===== config.mk =====
export PLATFORM = sky130hd
export DESIGN_NAME = mem_init_loader_flat
export DESIGN_NICKNAME = d
export VERILOG_FILES = /design/src/rtl/mem_init_loader_pkg.sv /design/src/rtl/mem_init_loader_if.sv /design/src/rtl/mem_init_loader_byte_packer.sv /design/src/rtl/mem_init_loader.sv /design/src/flat_wrapper.sv
export SDC_FILE = /design/constraint.sdc
export NUM_CORES = 1
export LEC_CHECK = 0
export CAP_MARGIN = 5
export CORE_MARGIN = 2
export CORE_UTILIZATION = 48
export CTS_CLUSTER_DIAMETER = 30
export DETAILED_ROUTE_END_ITERATION = 6
export PLACE_DENSITY_LB_ADDON = 0.15
export SLEW_MARGIN = 20
export SYNTH_ARGS = -nofsm -noshare
export SYNTH_HDL_FRONTEND = slang
export SYNTH_SLANG_ARGS = --single-unit
export TNS_END_PERCENT = 50

===== constraint.sdc =====
create_clock -name clk -period 3.4 [get_ports clk]
set_input_delay 0.68 -clock clk [delete_from_list [all_inputs] [get_ports clk]]
set_output_delay 0.68 -clock clk [all_outputs]
set_load 0.05 [all_outputs]

===== src/rtl/mem_init_loader_pkg.sv =====
// -----------------------------------------------------------------------------
// mem_init_pkg : shared FSM encoding and sizing helpers for mem_init_loader
// Rev 1.0
// -----------------------------------------------------------------------------
`default_nettype none

package mem_init_pkg;

  localparam int BYTE_WIDTH = 8;

  typedef enum logic [2:0] {
    ST_IDLE   = 3'd0,
    ST_LOAD   = 3'd1,
    ST_WRITE  = 3'd2,
    ST_VERIFY = 3'd3,
    ST_FINISH = 3'd4
  } state_t;

  function automatic int bytes_per_word(input int data_width);
    return data_width / BYTE_WIDTH;
  endfunction

  // A one-byte word still needs a 1-bit lane counter to keep widths legal.
  function automatic int byte_cnt_width(input int data_width);
    int bpw;
    bpw = data_width / BYTE_WIDTH;
    return (bpw <= 1) ? 1 : $clog2(bpw);
  endfunction

endpackage

`default_nettype wire


===== src/rtl/mem_init_loader_if.sv =====
// -----------------------------------------------------------------------------
// mem_init_loader_if : boot byte stream plus memory-mux init port
// Rev 1.0
// -----------------------------------------------------------------------------
`default_nettype none

interface mem_init_loader_if
  import mem_init_pkg::*;
#(
  parameter int DATA_WIDTH = 32,
  parameter int ADDR_WIDTH = 6
);

  logic                  in_valid;
  logic [BYTE_WIDTH-1:0] in_data;
  logic                  in_ready;

  logic                  wr_enable_init;
  logic [ADDR_WIDTH-1:0] waddr_init;
  logic [DATA_WIDTH-1:0] mem_data_in_init;
  logic                  rd_enable_init;
  logic [ADDR_WIDTH-1:0] raddr_init;
  logic [DATA_WIDTH-1:0] mem_data_out_init;

  modport master (
    input  in_valid, in_data, mem_data_out_init,
    output in_ready, wr_enable_init, waddr_init, mem_data_in_init,
           rd_enable_init, raddr_init
  );

  modport slave (
    output in_valid, in_data, mem_data_out_init,
    input  in_ready, wr_enable_init, waddr_init, mem_data_in_init,
           rd_enable_init, raddr_init
  );

endinterface

`default_nettype wire


===== src/rtl/mem_init_loader_byte_packer.sv =====
// -----------------------------------------------------------------------------
// byte_packer : little-endian byte-to-word assembler with last-lane strobe
// Rev 1.0
// -----------------------------------------------------------------------------
`default_nettype none

module byte_packer
  import mem_init_pkg::*;
#(
  parameter int DATA_WIDTH = 32
) (
  input  wire logic                  clk,
  input  wire logic                  rst,
  input  wire logic                  clear,
  input  wire logic                  accept,
  input  wire logic [BYTE_WIDTH-1:0] data,
  output logic      [DATA_WIDTH-1:0] word,
  output logic                       word_valid
);

  localparam int            BPW       = bytes_per_word(DATA_WIDTH);
  localparam int            CW        = byte_cnt_width(DATA_WIDTH);
  localparam logic [CW-1:0] LAST_LANE = CW'(BPW - 1);

  logic [CW-1:0]         byte_cnt;
  logic [DATA_WIDTH-1:0] word_r;

  // word already contains the byte being accepted, so the FSM can register
  // the complete word on the same edge that takes the last byte.
  always_comb begin
    word = word_r;
    if (accept) begin
      word[byte_cnt*BYTE_WIDTH +: BYTE_WIDTH] = data;
    end
  end

  assign word_valid = accept && (byte_cnt == LAST_LANE);

  always_ff @(posedge clk or posedge rst) begin
    if (rst) begin
      byte_cnt <= '0;
      word_r   <= '0;
    end else if (clear) begin
      byte_cnt <= '0;
      word_r   <= '0;
    end else if (accept) begin
      word_r   <= word;
      byte_cnt <= word_valid ? '0 : byte_cnt + 1'b1;
    end
  end

endmodule

`default_nettype wire


===== src/rtl/mem_init_loader.sv =====
// -----------------------------------------------------------------------------
// mem_init_loader : boot-time memory fill sequencer; optional read-back
// checksum verify under MEM_INIT_VERIFY_EN.   Rev 1.0
// -----------------------------------------------------------------------------
`default_nettype none

module mem_init_loader
  import mem_init_pkg::*;
#(
  parameter int DATA_WIDTH = 32,
  parameter int ADDR_WIDTH = 6,
  parameter int WORD_COUNT = 64
) (
  input  wire logic          clk,
  input  wire logic          rst,
  input  wire logic          start,
  mem_init_loader_if.master  bus,
  output logic               sel,
  output logic               busy,
  output logic               done,
  output logic               error
);

  localparam logic [ADDR_WIDTH-1:0] LAST_ADDR = ADDR_WIDTH'(WORD_COUNT - 1);

  state_t                state;
  logic [ADDR_WIDTH-1:0] word_addr;
  logic                  in_ready_r;
  logic                  wr_en_r;
  logic [ADDR_WIDTH-1:0] waddr_r;
  logic [DATA_WIDTH-1:0] wdata_r;

  logic                  accept;
  logic                  clear;
  logic                  word_valid;
  logic [DATA_WIDTH-1:0] word;

`ifdef MEM_INIT_VERIFY_EN
  logic [DATA_WIDTH-1:0] checksum;
  logic [DATA_WIDTH-1:0] read_xor;
  logic                  rd_en_r;
  logic [ADDR_WIDTH-1:0] raddr_r;
  logic                  rd_valid_q;
  logic                  rd_last_q;
  logic                  error_r;
`endif

  assign accept = bus.in_valid && in_ready_r;
  assign clear  = (state == ST_IDLE) && start;

  byte_packer #(
    .DATA_WIDTH (DATA_WIDTH)
  ) u_packer (
    .clk        (clk),
    .rst        (rst),
    .clear      (clear),
    .accept     (accept),
    .data       (bus.in_data),
    .word       (word),
    .word_valid (word_valid)
  );

  always_ff @(posedge clk or posedge rst) begin
    if (rst) begin
      state      <= ST_IDLE;
      word_addr  <= '0;
      in_ready_r <= 1'b0;
      wr_en_r    <= 1'b0;
      waddr_r    <= '0;
      wdata_r    <= '0;
      sel        <= 1'b0;
      busy       <= 1'b0;
      done       <= 1'b0;
`ifdef MEM_INIT_VERIFY_EN
      checksum   <= '0;
      read_xor   <= '0;
      rd_en_r    <= 1'b0;
      raddr_r    <= '0;
      rd_valid_q <= 1'b0;
      rd_last_q  <= 1'b0;
      error_r    <= 1'b0;
`endif
    end else begin
      wr_en_r <= 1'b0;
      case (state)
        ST_IDLE: begin
          if (start) begin
            state      <= ST_LOAD;
            word_addr  <= '0;
            in_ready_r <= 1'b1;
            sel        <= 1'b0;
            busy       <= 1'b1;
            done       <= 1'b0;
`ifdef MEM_INIT_VERIFY_EN
            checksum   <= '0;
            error_r    <= 1'b0;
`endif
          end
        end
        ST_LOAD: begin
          if (word_valid) begin
            state      <= ST_WRITE;
            in_ready_r <= 1'b0;
            wr_en_r    <= 1'b1;
            waddr_r    <= word_addr;
            wdata_r    <= word;
`ifdef MEM_INIT_VERIFY_EN
            checksum   <= checksum ^ word;
`endif
          end
        end
        ST_WRITE: begin
          if (word_addr == LAST_ADDR) begin
`ifdef MEM_INIT_VERIFY_EN
            state      <= ST_VERIFY;
            rd_en_r    <= 1'b1;
            raddr_r    <= '0;
            read_xor   <= '0;
            rd_valid_q <= 1'b0;
            rd_last_q  <= 1'b0;
`else
            state      <= ST_FINISH;
`endif
          end else begin
            state      <= ST_LOAD;
            word_addr  <= word_addr + 1'b1;
            in_ready_r <= 1'b1;
          end
        end
`ifdef MEM_INIT_VERIFY_EN
        // Read data trails rd_en_r by one cycle; rd_last_q marks the final word.
        ST_VERIFY: begin
          rd_valid_q <= rd_en_r;
          rd_last_q  <= rd_en_r && (raddr_r == LAST_ADDR);
          if (rd_en_r) begin
            if (raddr_r == LAST_ADDR) begin
              rd_en_r <= 1'b0;
            end else begin
              raddr_r <= raddr_r + 1'b1;
            end
          end
          if (rd_valid_q) begin
            read_xor <= read_xor ^ bus.mem_data_out_init;
          end
          if (rd_last_q) begin
            state <= ST_IDLE;
            busy  <= 1'b0;
            done  <= 1'b1;
            if ((read_xor ^ bus.mem_data_out_init) == checksum) begin
              sel <= 1'b1;
            end else begin
              error_r <= 1'b1;
            end
          end
        end
`endif
        ST_FINISH: begin
          state <= ST_IDLE;
          sel   <= 1'b1;
          done  <= 1'b1;
          busy  <= 1'b0;
        end
        default: begin
          state <= ST_IDLE;
        end
      endcase
    end
  end

  assign bus.in_ready         = in_ready_r;
  assign bus.wr_enable_init   = wr_en_r;
  assign bus.waddr_init       = waddr_r;
  assign bus.mem_data_in_init = wdata_r;

`ifdef MEM_INIT_VERIFY_EN
  assign bus.rd_enable_init = rd_en_r;
  assign bus.raddr_init     = raddr_r;
  assign error              = error_r;
`else
  logic unused_rdata;
  assign unused_rdata       = ^bus.mem_data_out_init;
  assign bus.rd_enable_init = 1'b0;
  assign bus.raddr_init     = '0;
  assign error              = 1'b0;
`endif

endmodule

`default_nettype wire


===== src/flat_wrapper.sv =====
// flat-port wrapper written by rule: the top's interface ports become plain ports
module mem_init_loader_flat import mem_init_pkg::*;
#(
  parameter int DATA_WIDTH = 32,
  parameter int ADDR_WIDTH = 6,
  parameter int WORD_COUNT = 64
)
  (clk, rst, start, sel, busy, done, error, bus_in_valid, bus_in_data, bus_mem_data_out_init, bus_in_ready, bus_wr_enable_init, bus_waddr_init, bus_mem_data_in_init, bus_rd_enable_init, bus_raddr_init);
  mem_init_loader_if #(.DATA_WIDTH(DATA_WIDTH), .ADDR_WIDTH(ADDR_WIDTH)) bus_i ();
  input  wire logic clk;
  input  wire logic rst;
  input  wire logic start;
  output logic sel;
  output logic busy;
  output logic done;
  output logic error;
  input wire logic [$bits(bus_i.in_valid)-1:0] bus_in_valid;
  input wire logic [$bits(bus_i.in_data)-1:0] bus_in_data;
  input wire logic [$bits(bus_i.mem_data_out_init)-1:0] bus_mem_data_out_init;
  output wire logic [$bits(bus_i.in_ready)-1:0] bus_in_ready;
  output wire logic [$bits(bus_i.wr_enable_init)-1:0] bus_wr_enable_init;
  output wire logic [$bits(bus_i.waddr_init)-1:0] bus_waddr_init;
  output wire logic [$bits(bus_i.mem_data_in_init)-1:0] bus_mem_data_in_init;
  output wire logic [$bits(bus_i.rd_enable_init)-1:0] bus_rd_enable_init;
  output wire logic [$bits(bus_i.raddr_init)-1:0] bus_raddr_init;
  assign bus_i.in_valid = bus_in_valid;
  assign bus_i.in_data = bus_in_data;
  assign bus_i.mem_data_out_init = bus_mem_data_out_init;
  assign bus_in_ready = bus_i.in_ready;
  assign bus_wr_enable_init = bus_i.wr_enable_init;
  assign bus_waddr_init = bus_i.waddr_init;
  assign bus_mem_data_in_init = bus_i.mem_data_in_init;
  assign bus_rd_enable_init = bus_i.rd_enable_init;
  assign bus_raddr_init = bus_i.raddr_init;
  mem_init_loader #(.DATA_WIDTH(DATA_WIDTH), .ADDR_WIDTH(ADDR_WIDTH), .WORD_COUNT(WORD_COUNT)) u_core (.clk(clk), .rst(rst), .start(start), .bus(bus_i), .sel(sel), .busy(busy), .done(done), .error(error));
endmodule

==> results.sh, run 1 <==
export IMPL_outcome="complete, no violations"
export IMPL_path_max_fanout=13
export IMPL_die_h_um=90.03
export IMPL_internal_power_uw=2277
export IMPL_clk_pin_slew_ns=0.08
export IMPL_dieArea_um2=8105
export IMPL_ant_nets=0
export IMPL_grtUsageTotal_pct=19.74
export IMPL_grt_overflow_total=0
export IMPL_synthTopCellsByArea="dfrtp_1 54%, a21oi_1 7.9%, buf_2 2.5%"
export IMPL_max_slew_margin_pct=54.84
export IMPL_cts_made_buffers=9
export IMPL_yosysWarnings=0
export IMPL_layout_nets=429
export IMPL_synth_fa_ha_area_share_pct=2.113
export IMPL_muxShareOfSynthArea_pct=4.438
export IMPL_num_fill_cells=641
export IMPL_dp_hpwl_um=5043
export IMPL_critPathMaxStageDelay_ns=0.88
export IMPL_synth_seq_area_share_pct=54.24
export IMPL_fmax_mhz=405.2
export IMPL_cp_start_kind="flop"
export IMPL_layout_drive_gt1_share_pct=9.115
export IMPL_synth_cells=336
export IMPL_yosysTopAreaCell="dfrtp_1"
export IMPL_pin_count=95
export IMPL_hold_end="u_core.u_packer.word_r[0]"
export IMPL_hold_depth=2
export IMPL_cts_sinks=77
export IMPL_viasPerCell=5.427
export IMPL_post_cts_setup_buffers=0
export IMPL_place_congestion=0.8146
export IMPL_port_buffer_count=54
export IMPL_clk_path_buf_depth=2
export IMPL_setup_viol_count_final=0
export IMPL_rsz0062_at_grt="false"
export IMPL_period_minus_slack_ns=2.468
export IMPL_end_kind="output pin"
export IMPL_n_antenna_cell=0
export IMPL_crit_type="flop to output pin"
export IMPL_yosys_most_used_dff="dfrtp_1"
export IMPL_drv_cap=0
export IMPL_p_sw_share_pct=45.20
export IMPL_grt_pass1_vias=2574
export IMPL_syn_cell_area_um2=3552
export IMPL_final_common_cell="dfrtp_1"
export IMPL_cp_required_ns=2.72
export IMPL_tightest_slew_ns=0.6764
export IMPL_postRouteWirelength_um=7689
export IMPL_first_pass_iters=4
export IMPL_crit_family="buffers and inverters"
export IMPL_synthSimpleGateAreaFrac_pct=16.98
export IMPL_cp_cell_sequence="clkdlybuf4s50_1"
export IMPL_cts_max_level=3
export IMPL_critPathSlowestCell="clkdlybuf4s50_1"
export IMPL_pwr_share_comb_pct=48.9
export IMPL_grt_max_degree=47
export IMPL_switchingPower_uw=1878
export IMPL_root_buffer="clkbuf_8"
export IMPL_drc_errors=0
export IMPL_postCtsHoldBufs=0
export IMPL_area_delta_synth_final_pct=21.70
export IMPL_place_inst=467
export IMPL_r2r_slack_ns=1.25
export IMPL_async_flop_share_pct=100.0
export IMPL_ys_seq_elements=77
export IMPL_fp_dieW_um=90.03
export IMPL_synth_cell_types=44
export IMPL_coreArea_um2=7214
export IMPL_finalHoldViolations=0
export IMPL_cts_tree="yes"
export IMPL_synth_xor_area_share_pct=0
export IMPL_first_iter_violations=180
export IMPL_grt_pass1_wl_um=12920
export IMPL_syn_area_per_cell_um2=10.57
export IMPL_clkPwrFrac_pct=17.8
export IMPL_pwr_share_seq_pct=33.3
export IMPL_worstHoldStart="u_core.u_packer.word_r[0]"
export IMPL_synth_edf_count=0
export IMPL_path_buf_inv=1
export IMPL_rr_worst_depth=5
export IMPL_antenna_found_initial=0
export IMPL_reg2reg_from="u_core.u_packer.byte_cnt[0]"
export IMPL_insertion_delay_ns=0.35
export IMPL_avgRoutedWirePerCell_um=15.92
export IMPL_initial_core_util_pct=49.24
export IMPL_leakagePower_uw=0.001908
export IMPL_synth_top_area_share_pct=54.24
export IMPL_irDropWorstVdd_v=0.0005838
export IMPL_layout_common_cells="77 x dfrtp_1, 56 x a21oi_1, 54 x clkdlybuf4s50_1"
export IMPL_maxSlewViolCount=0
export IMPL_route_vias_total=2621
export IMPL_fin_cells=483
export IMPL_worst_ep_arrival_time_ns=1.79
export IMPL_finalCritPeriodShare_pct=72.58
export IMPL_setup_tns_ns=0
export IMPL_synth_top_family_by_area="simple AND/OR/NAND/NOR gates"
export IMPL_synth_compound_area_share_pct=15.25
export IMPL_r2r_end="u_core.bus.mem_data_in_init[5]"
export IMPL_hp_class="flop to flop"
export IMPL_powerDensity_nw_per_um2=961.2
export IMPL_cts_resized_gates=0
export IMPL_num_rows=31
export IMPL_fin_skew_ns=0.009151
[flip-flops by register name (all words and copies together), names as in the netlist]
register / count
u_core.u_packer.byte_cnt: 2
u_core.bus.wr_enable_init: 1
u_core.state: 3
u_core.u_packer.word_r: 24
u_core.bus.waddr_init: 6
u_core.bus.mem_data_in_init: 32
u_core.sel: 1
u_core.word_addr: 6
u_core.bus.in_ready: 1
u_core.busy: 1
[routing by layer]
layer	GRT usage [%]	share of wire (%)	wire [um]	vias to the layer above
met2	29.76	45	3469	70
met4	6.923	1.6	121	0
met5	0	0	0	-
met1	28.56	48	3720	1267
met3	4.023	4.9	377	10
li1	-	-	-	1274
[power by group through the flow]
stage          clock network, uW  registers (uW)  logic (uW)
2_1_floorplan                  0            2070         752
3_3_place_gp                   0            1390        2000
3_5_place_dp                   0            1400        2030
4_1_cts                      758            1390        2040
5_1_grt                      797            1430        2160
6_report                     742            1380        2030
[per-stage QoR]
step | utilization, % | instance area, um2 | total power (uW) | worst slack (ns) | hold WS [ns]
finish | 59.92 | 4323 | 4155 | 0.9321 | 0.5087
global route | 59.92 | 4323 | 4384 | 0.8457 | 0.5259
CTS | 59.92 | 4323 | 4186 | 0.8992 | 0.5095
detailed placement | 56.95 | 4109 | 3432 | 0.7744 | 0.4807
global placement | 56.95 | 4109 | 3394 | 0.8096 | 0.4946
floorplan | - | 3578 | 2827 | 0.7533 | 0.4723
[cells by family after synthesis]
group,after synthesis
other,1
AO/OA/AOI/OAI,90
AND/OR/NAND/NOR,97
multiplexers,15
adder cells (fa/ha/maj),6
buffers and inverters,50
flip-flops,77
[synth_stat cells (2+ instances only)]
master / count
nor2_1: 16
inv_1: 15
and2_1: 8
nor3b_1: 2
nor4b_4: 2
nand2_1: 17
buf_2: 18
clkbuf_1: 6
a31oi_1: 12
o2bb2ai_1: 2
dfrtp_1: 77
a32oi_1: 10
buf_4: 9
ha_1: 6
nand3_1: 14
mux2i_1: 9
nand4_1: 5
a21oi_1: 56
and4_1: 2
nor2b_1: 5
o21ai_1: 3
and4b_1: 4
nand4b_1: 6
and3_1: 4
nand2b_1: 3
mux2_2: 6
and3b_1: 2
[worst max-delay path by stage]
stage / startpoint / endpoint / slack (ns) / cells after the start
CTS: u_core.bus.in_ready / bus_in_ready / 0.90 / 1
global route: u_core.bus.in_ready / bus_in_ready / 0.85 / 1
finish: u_core.bus.in_ready / bus_in_ready / 0.93 / 1
global placement: bus_in_valid / u_core.bus.mem_data_in_init[18] / 0.81 / 5
detailed placement: bus_in_valid / u_core.bus.mem_data_in_init[14] / 0.77 / 5
floorplan: rst / u_core.bus.in_ready / 0.75 / 1
[cell type report]
cell class | instances | area, um2 | share of cell area (%)
inverter | 16 | 60.06 | 1.389
multi-input combinational | 216 | 1408 | 32.56
sequential | 77 | 1927 | 44.57
tap | 99 | 123.9 | 2.865
clock buffer | 9 | 123.9 | 2.865
clock inverter | 7 | 90.09 | 2.084
timing repair buffer | 59 | 590.6 | 13.66
(Power assumes the default switching activity.)
==> run 2, diff against run 1 <==
--- a/config.mk
+++ b/config.mk
@@ -7,7 +7,7 @@
 export LEC_CHECK = 0
 export CAP_MARGIN = 5
 export CORE_MARGIN = 2
-export CORE_UTILIZATION = 48
+export CORE_UTILIZATION = 43
 export CTS_CLUSTER_DIAMETER = 30
 export DETAILED_ROUTE_END_ITERATION = 6
 export PLACE_DENSITY_LB_ADDON = 0.15
==> constraint.sdc (replaced) <==
create_clock -name clk -period 2.2 [get_ports clk]
set_input_delay 0.44 -clock clk [delete_from_list [all_inputs] [get_ports clk]]
set_output_delay 0.44 -clock clk [all_outputs]
set_load 0.05 [all_outputs]
==> run 2 against run 1 <==
Compared with the run above: utilization down 6.0 points; clock skew about the same; sequential cell count stayed put; hold slack improved by 0.0035 ns; design area grew 0.90%; combinational power rose by 61%; clock power grew 34%; routed wire length grew 1.5%; critical path type unchanged; critical endpoint is now bus_mem_data_in_init[16]; largest power group unchanged.
==> results.sh, run 2 (synthesis gave the netlist of run 1 again) <==
export IMPL_layout_drive_gt1_share_pct=9.949
export IMPL_hp_class="flop to flop"
export IMPL_postCtsHoldBufs=0
export IMPL_r2r_slack_ns=0.32
export IMPL_num_fill_cells=731
export IMPL_end_kind="output pin"
export IMPL_crit_type="flop to output pin"
export IMPL_post_cts_setup_buffers=0
export IMPL_setup_tns_ns=0
export IMPL_die_h_um=94.89
export IMPL_viasPerCell=5.306
export IMPL_dieArea_um2=9004
export IMPL_route_vias_total=2637
export IMPL_n_antenna_cell=0
export IMPL_port_buffer_count=54
export IMPL_clk_pin_slew_ns=0.08
export IMPL_avgRoutedWirePerCell_um=15.71
export IMPL_max_slew_margin_pct=66.26
export IMPL_finalCritPeriodShare_pct=90.19
export IMPL_first_pass_iters=4
export IMPL_critPathMaxStageDelay_ns=0.82
export IMPL_ant_nets=0
export IMPL_coreArea_um2=8093
export IMPL_first_iter_violations=126
export IMPL_grtUsageTotal_pct=19.34
export IMPL_largest_reg_flops=32
export IMPL_register_area_um2=1927
export IMPL_hold_end="u_core.u_packer.word_r[1]"
export IMPL_grt_pass1_wl_um=13180
export IMPL_tightest_slew_ns=0.5046
export IMPL_cp_start_kind="flop"
export IMPL_grt_pass1_vias=2651
export IMPL_grt_overflow_total=0
export IMPL_rsz0062_at_grt="false"
export IMPL_cp_cell_sequence="clkdlybuf4s50_1"
export IMPL_period_minus_slack_ns=1.984
export IMPL_insertion_delay_ns=0.35
export IMPL_cts_resized_gates=0
export IMPL_multiInputGateArea_um2=1408
export IMPL_reg2reg_from="u_core.u_packer.byte_cnt[1]"
export IMPL_whs_ns=0.5122
export IMPL_fp_dieW_um=94.89
export IMPL_dp_hpwl_um=5218
export IMPL_fmax_mhz=504.0
export IMPL_worst_ep_arrival_time_ns=1.54
export IMPL_postRouteWirelength_um=7806
export IMPL_num_rows=33
export IMPL_layout_common_cells="77 x dfrtp_1, 56 x a21oi_1, 54 x clkdlybuf4s50_1"
export IMPL_outcome="complete, no violations"
export IMPL_rr_worst_depth=5
export IMPL_finalHoldViolations=0
export IMPL_place_congestion=0.7759
export IMPL_irDropWorstVdd_v=0.0007790
export IMPL_powerDensity_nw_per_um2=1457
export IMPL_fin_skew_ns=0.009343
export IMPL_cp_required_ns=1.76
export IMPL_crit_path_start="u_core.bus.mem_data_in_init[16]"
export IMPL_area_delta_synth_final_pct=22.79
export IMPL_crit_family="buffers and inverters"
export IMPL_antenna_found_initial=0
export IMPL_grt_max_degree=78
export IMPL_drv_cap=0
export IMPL_final_common_cell="dfrtp_1"
export IMPL_path_max_fanout=2
export IMPL_worstHoldStart="u_core.u_packer.word_r[1]"
export IMPL_initial_core_util_pct=43.89
export IMPL_layout_nets=438
export IMPL_hold_depth=2
export IMPL_leakagePower_uw=0.001932
export IMPL_r2r_end="u_core.u_packer.word_r[18]"
export IMPL_root_buffer="clkbuf_8"
export IMPL_setup_viol_count_final=0
export IMPL_post_place_ws_ns=0.07239
export IMPL_drc_errors=0
export IMPL_cts_sinks=77
export IMPL_cts_max_level=3
export IMPL_critPathSlowestCell="clkdlybuf4s50_1"
export IMPL_maxSlewViolCount=0
export IMPL_clk_path_buf_depth=2
export IMPL_setup_slack_ns=0.2157
export IMPL_cts_made_buffers=9
export IMPL_pin_count=95
export IMPL_path_buf_inv=1
export IMPL_cts_tree="yes"
run 2: cell count changes in the layout (fill, tap and decap cells not counted), sizes merged:
cell and delta:
clkinv -2, clkbuf +4, buf +9, clkinvlp -1, bufinv -1, inv -1
run 2: final cells by class:
class	instances	share of cell area (%)
Clock inverter	2	0.8032
Timing Repair Buffer	68	15.09
Sequential cell	77	44.18
Inverter	16	1.463
Clock buffer	13	3.184
Multi-Input combinational cell	216	32.27
Tap cell	105	3.012
run 2: metrics by stage:
| step | utilization (%) | power [uW] | instance area [um2] | std cells |
|---|---|---|---|---|
| global route | 53.90 | 6735 | 4362 | 497 |
| finish | 53.90 | 6356 | 4362 | 497 |
| floorplan | - | 4370 | 3582 | 343 |
| CTS | 53.90 | 6400 | 4362 | 497 |
| detailed placement | 51.75 | 5391 | 4188 | 482 |
| global placement | 51.75 | 5353 | 4188 | 482 |
run 2: worst max path at each step:
stage	end	slack [ns]	cells after the start
after floorplan	u_core.bus.mem_data_in_init[16]	0.42	7
after global placement	u_core.bus.mem_data_in_init[27]	0.1	6
after detailed placement	u_core.bus.mem_data_in_init[26]	0.07	6
after CTS	bus_mem_data_in_init[16]	0.20	1
after global routing	u_core.bus.mem_data_in_init[20]	0.15	5
final	bus_mem_data_in_init[16]	0.22	1
run 2: routing by layer:
layer	vias up	routed length [um]	global-route usage [%]
met2	65	3481	29.02
met3	13	308	3.192
met5	-	0	0
li1	1286	-	-
met1	1273	3875	27.46
met4	0	141	8.937
run 2: tightest hold or removal path: cells and delay by family (launching register included):
family           cells  cell delay [ns]
AND/OR/NAND/NOR      1             0.08
AO/OA/AOI/OAI        1             0.07
flip-flops           1             0.32
run 2: where the power goes:
part	switching, uW	total [uW]	internal [uW]	leakage [uW]
registers	241	2090	1850	0.00101
logic	2170	3270	1100	0.000837
clock network	477	996	519	0.0000875
==> run 3, diff against run 2 <==
--- a/config.mk
+++ b/config.mk
@@ -7,9 +7,10 @@
 export LEC_CHECK = 0
 export CAP_MARGIN = 5
 export CORE_MARGIN = 2
-export CORE_UTILIZATION = 43
+export CORE_UTILIZATION = 48
 export CTS_CLUSTER_DIAMETER = 30
 export DETAILED_ROUTE_END_ITERATION = 6
+export GPL_TIMING_DRIVEN = 0
 export PLACE_DENSITY_LB_ADDON = 0.15
 export SLEW_MARGIN = 20
 export SYNTH_ARGS = -nofsm -noshare
==> constraint.sdc (replaced) <==
create_clock -name clk -period 1.95 [get_ports clk]
set_input_delay 0.39 -clock clk [delete_from_list [all_inputs] [get_ports clk]]
set_output_delay 0.39 -clock clk [all_outputs]
set_load 0.05 [all_outputs]
==> run 3 against run 2 <==
Compared with the run above: register-to-register slack got worse by 0.18 ns; non-clock buffer count rose by 21; critical path type unchanged; clock skew rose by 0.0017 ns.
==> results.sh, run 3 (synthesis gave the netlist of run 1 again) <==
export IMPL_crit_family="buffers and inverters"
export IMPL_cts_made_buffers=9
export IMPL_pwr_share_comb_pct=51.5
export IMPL_insertion_delay_ns=0.35
export IMPL_path_buf_inv=1
export IMPL_pwr_share_seq_pct=31.6
export IMPL_grt_overflow_total=0
export IMPL_root_buffer="clkbuf_8"
export IMPL_postRouteWirelength_um=8198
export IMPL_finalHoldViolations=0
export IMPL_end_kind="output pin"
export IMPL_layout_common_cells="77 x dfrtp_1, 56 x a21oi_1, 48 x clkdlybuf4s50_1"
export IMPL_final_util_pct=63.20
export IMPL_avgRoutedWirePerCell_um=15.98
export IMPL_crit_path_start="u_core.bus.waddr_init[0]"
export IMPL_finalCritPeriodShare_pct=98.31
export IMPL_drv_cap=0
export IMPL_leakagePower_uw=0.002121
export IMPL_layout_drive_gt1_share_pct=15.46
export IMPL_ant_nets=0
export IMPL_cts_max_level=3
export IMPL_p_total_uw=7441
export IMPL_num_rows=31
export IMPL_first_iter_violations=151
export IMPL_outcome="complete, no violations"
export IMPL_switchingPower_uw=3337
export IMPL_grtUsageTotal_pct=21.32
export IMPL_dieArea_um2=8105
export IMPL_p_sw_share_pct=44.84
export IMPL_pin_count=95
export IMPL_critPathSlowestCell="clkdlybuf4s50_1"
export IMPL_powerDensity_nw_per_um2=1632
export IMPL_worst_ep_arrival_time_ns=1.53
export IMPL_largest_reg_flops=32
export IMPL_max_slew_margin_pct=64.15
export IMPL_grt_pass1_vias=2741
export IMPL_irDropWorstVdd_v=0.0008686
export IMPL_fin_skew_ns=0.01107
export IMPL_clk_pin_slew_ns=0.08
export IMPL_coreArea_um2=7214
export IMPL_area_delta_synth_final_pct=28.35
export IMPL_tightest_slew_ns=0.5367
export IMPL_cp_start_kind="flop"
export IMPL_setup_viol_count_final=0
export IMPL_antenna_found_initial=0
export IMPL_cts_sinks=77
export IMPL_period_minus_slack_ns=1.917
export IMPL_cp_cell_sequence="clkdlybuf4s50_1"
export IMPL_final_common_cell="dfrtp_1"
export IMPL_first_pass_iters=4
export IMPL_critPathMaxStageDelay_ns=0.81
export IMPL_dp_hpwl_um=5794
export IMPL_clk_path_buf_depth=2
export IMPL_fp_dieW_um=90.03
export IMPL_postCtsHoldBufs=0
export IMPL_place_congestion=0.8334
export IMPL_port_buffer_count=54
export IMPL_drc_errors=0
export IMPL_route_vias_total=2765
export IMPL_viasPerCell=5.390
export IMPL_initial_core_util_pct=49.24
export IMPL_grt_pass1_wl_um=13900
export IMPL_layout_nets=459
export IMPL_n_antenna_cell=0
export IMPL_path_max_fanout=2
export IMPL_die_h_um=90.03
export IMPL_hp_class="primary input to asynchronous set/reset pin"
export IMPL_num_fill_cells=609
export IMPL_reg2reg_from="u_core.u_packer.byte_cnt[0]"
export IMPL_cp_required_ns=1.56
export IMPL_grt_max_degree=32
export IMPL_crit_type="flop to output pin"
export IMPL_fmax_mhz=521.6
export IMPL_internal_power_uw=4104
export IMPL_cts_tree="yes"
export IMPL_clkPwrFrac_pct=16.9
export IMPL_maxSlewViolCount=0
run 3: cell types whose count changed in the layout (fill, tap and decap cells not counted), moves of 2 or more:
cell and change:
dlygate4sd2_1 +2, clkbuf_4 +3, dlymetal6s2s_1 +4, clkdlybuf4s50_1 -6, ha_1 -2, buf_2 +14, clkbuf_8 +3, buf_4 -3
run 3: power groups by stage:
stage | logic, uW | registers [uW] | clock network [uW]
2_1_floorplan | 1310 | 3620 | 0
3_3_place_gp | 3640 | 2370 | 0
3_5_place_dp | 3700 | 2370 | 0
4_1_cts | 3750 | 2350 | 1270
5_1_grt | 4100 | 2400 | 1350
6_report | 3830 | 2350 | 1260
run 3: stage by stage:
stage	hold WS, ns	instances	TNS (ns)	cell area [um2]	worst slack (ns)
2_1_floorplan	0.4723	343	0	3582	0.1684
6_report	0.4292	513	0	4559	0.03293
3_5_place_dp	0.4784	498	-8.083	4287	-0.2613
5_1_grt	0.4798	513	-0.003093	4559	-0.002720
3_3_place_gp	0.4922	496	-21.47	4247	-0.2324
4_1_cts	0.4392	514	0	4507	0.001968
run 3: worst paths after layout:
check | to | slack [ns] | cells past startpoint
setup / recovery | bus_waddr_init[0] | 0.03 | 1
hold / removal | u_core.bus.mem_data_in_init[17] | 0.43 | 2
min in group clk | u_core.bus.mem_data_in_init[31] | 0.51 | 1
max in group asynchronous | u_core.bus.mem_data_in_init[6] | 0.81 | 4
setup reg to reg | u_core.bus.mem_data_in_init[26] | 0.14 | 7
hold reg to reg | u_core.bus.mem_data_in_init[31] | 0.51 | 1
run 3: what timing repair did:
action / 4_1_cts / 5_1_grt
setup buffers: 1 / 0
cloned: 0 / 0
pin swaps: 0 / 1
endpoints found under the setup margin: 40 / 52
gates resized for setup: 4 / 17
run 3: layer usage:
layer,vias to the layer above,part of all wire (%),track usage (%),wire length [um]
met5,-,0,0,0
met4,0,1.3,7.821,108
met3,11,4.9,3.604,401
met2,82,45,32.46,3668
met1,1337,49,30.92,4018
li1,1335,-,-,-
run 3: area by class of cell:
cell class / count / area [um2] / share of cell area, %
sequential: 77 / 1927 / 42.26
multi-input combinational: 216 / 1446 / 31.72
timing repair buffer: 57 / 595.6 / 13.06
buffer: 32 / 191.4 / 4.199
clock buffer: 13 / 168.9 / 3.705
tap: 99 / 123.9 / 2.717
inverter: 16 / 63.81 / 1.400
clock inverter: 3 / 42.54 / 0.9330
run 3: worst reg2reg max path: stages (launching register included):
cell and delay, ns:
dfrtp_1 0.42, ha_1 0.23, and3_1 0.16, clkbuf_4 0.21, nand2_4 0.13, inv_2 0.16
clkbuf_4 0.24, mux2i_1 0.19
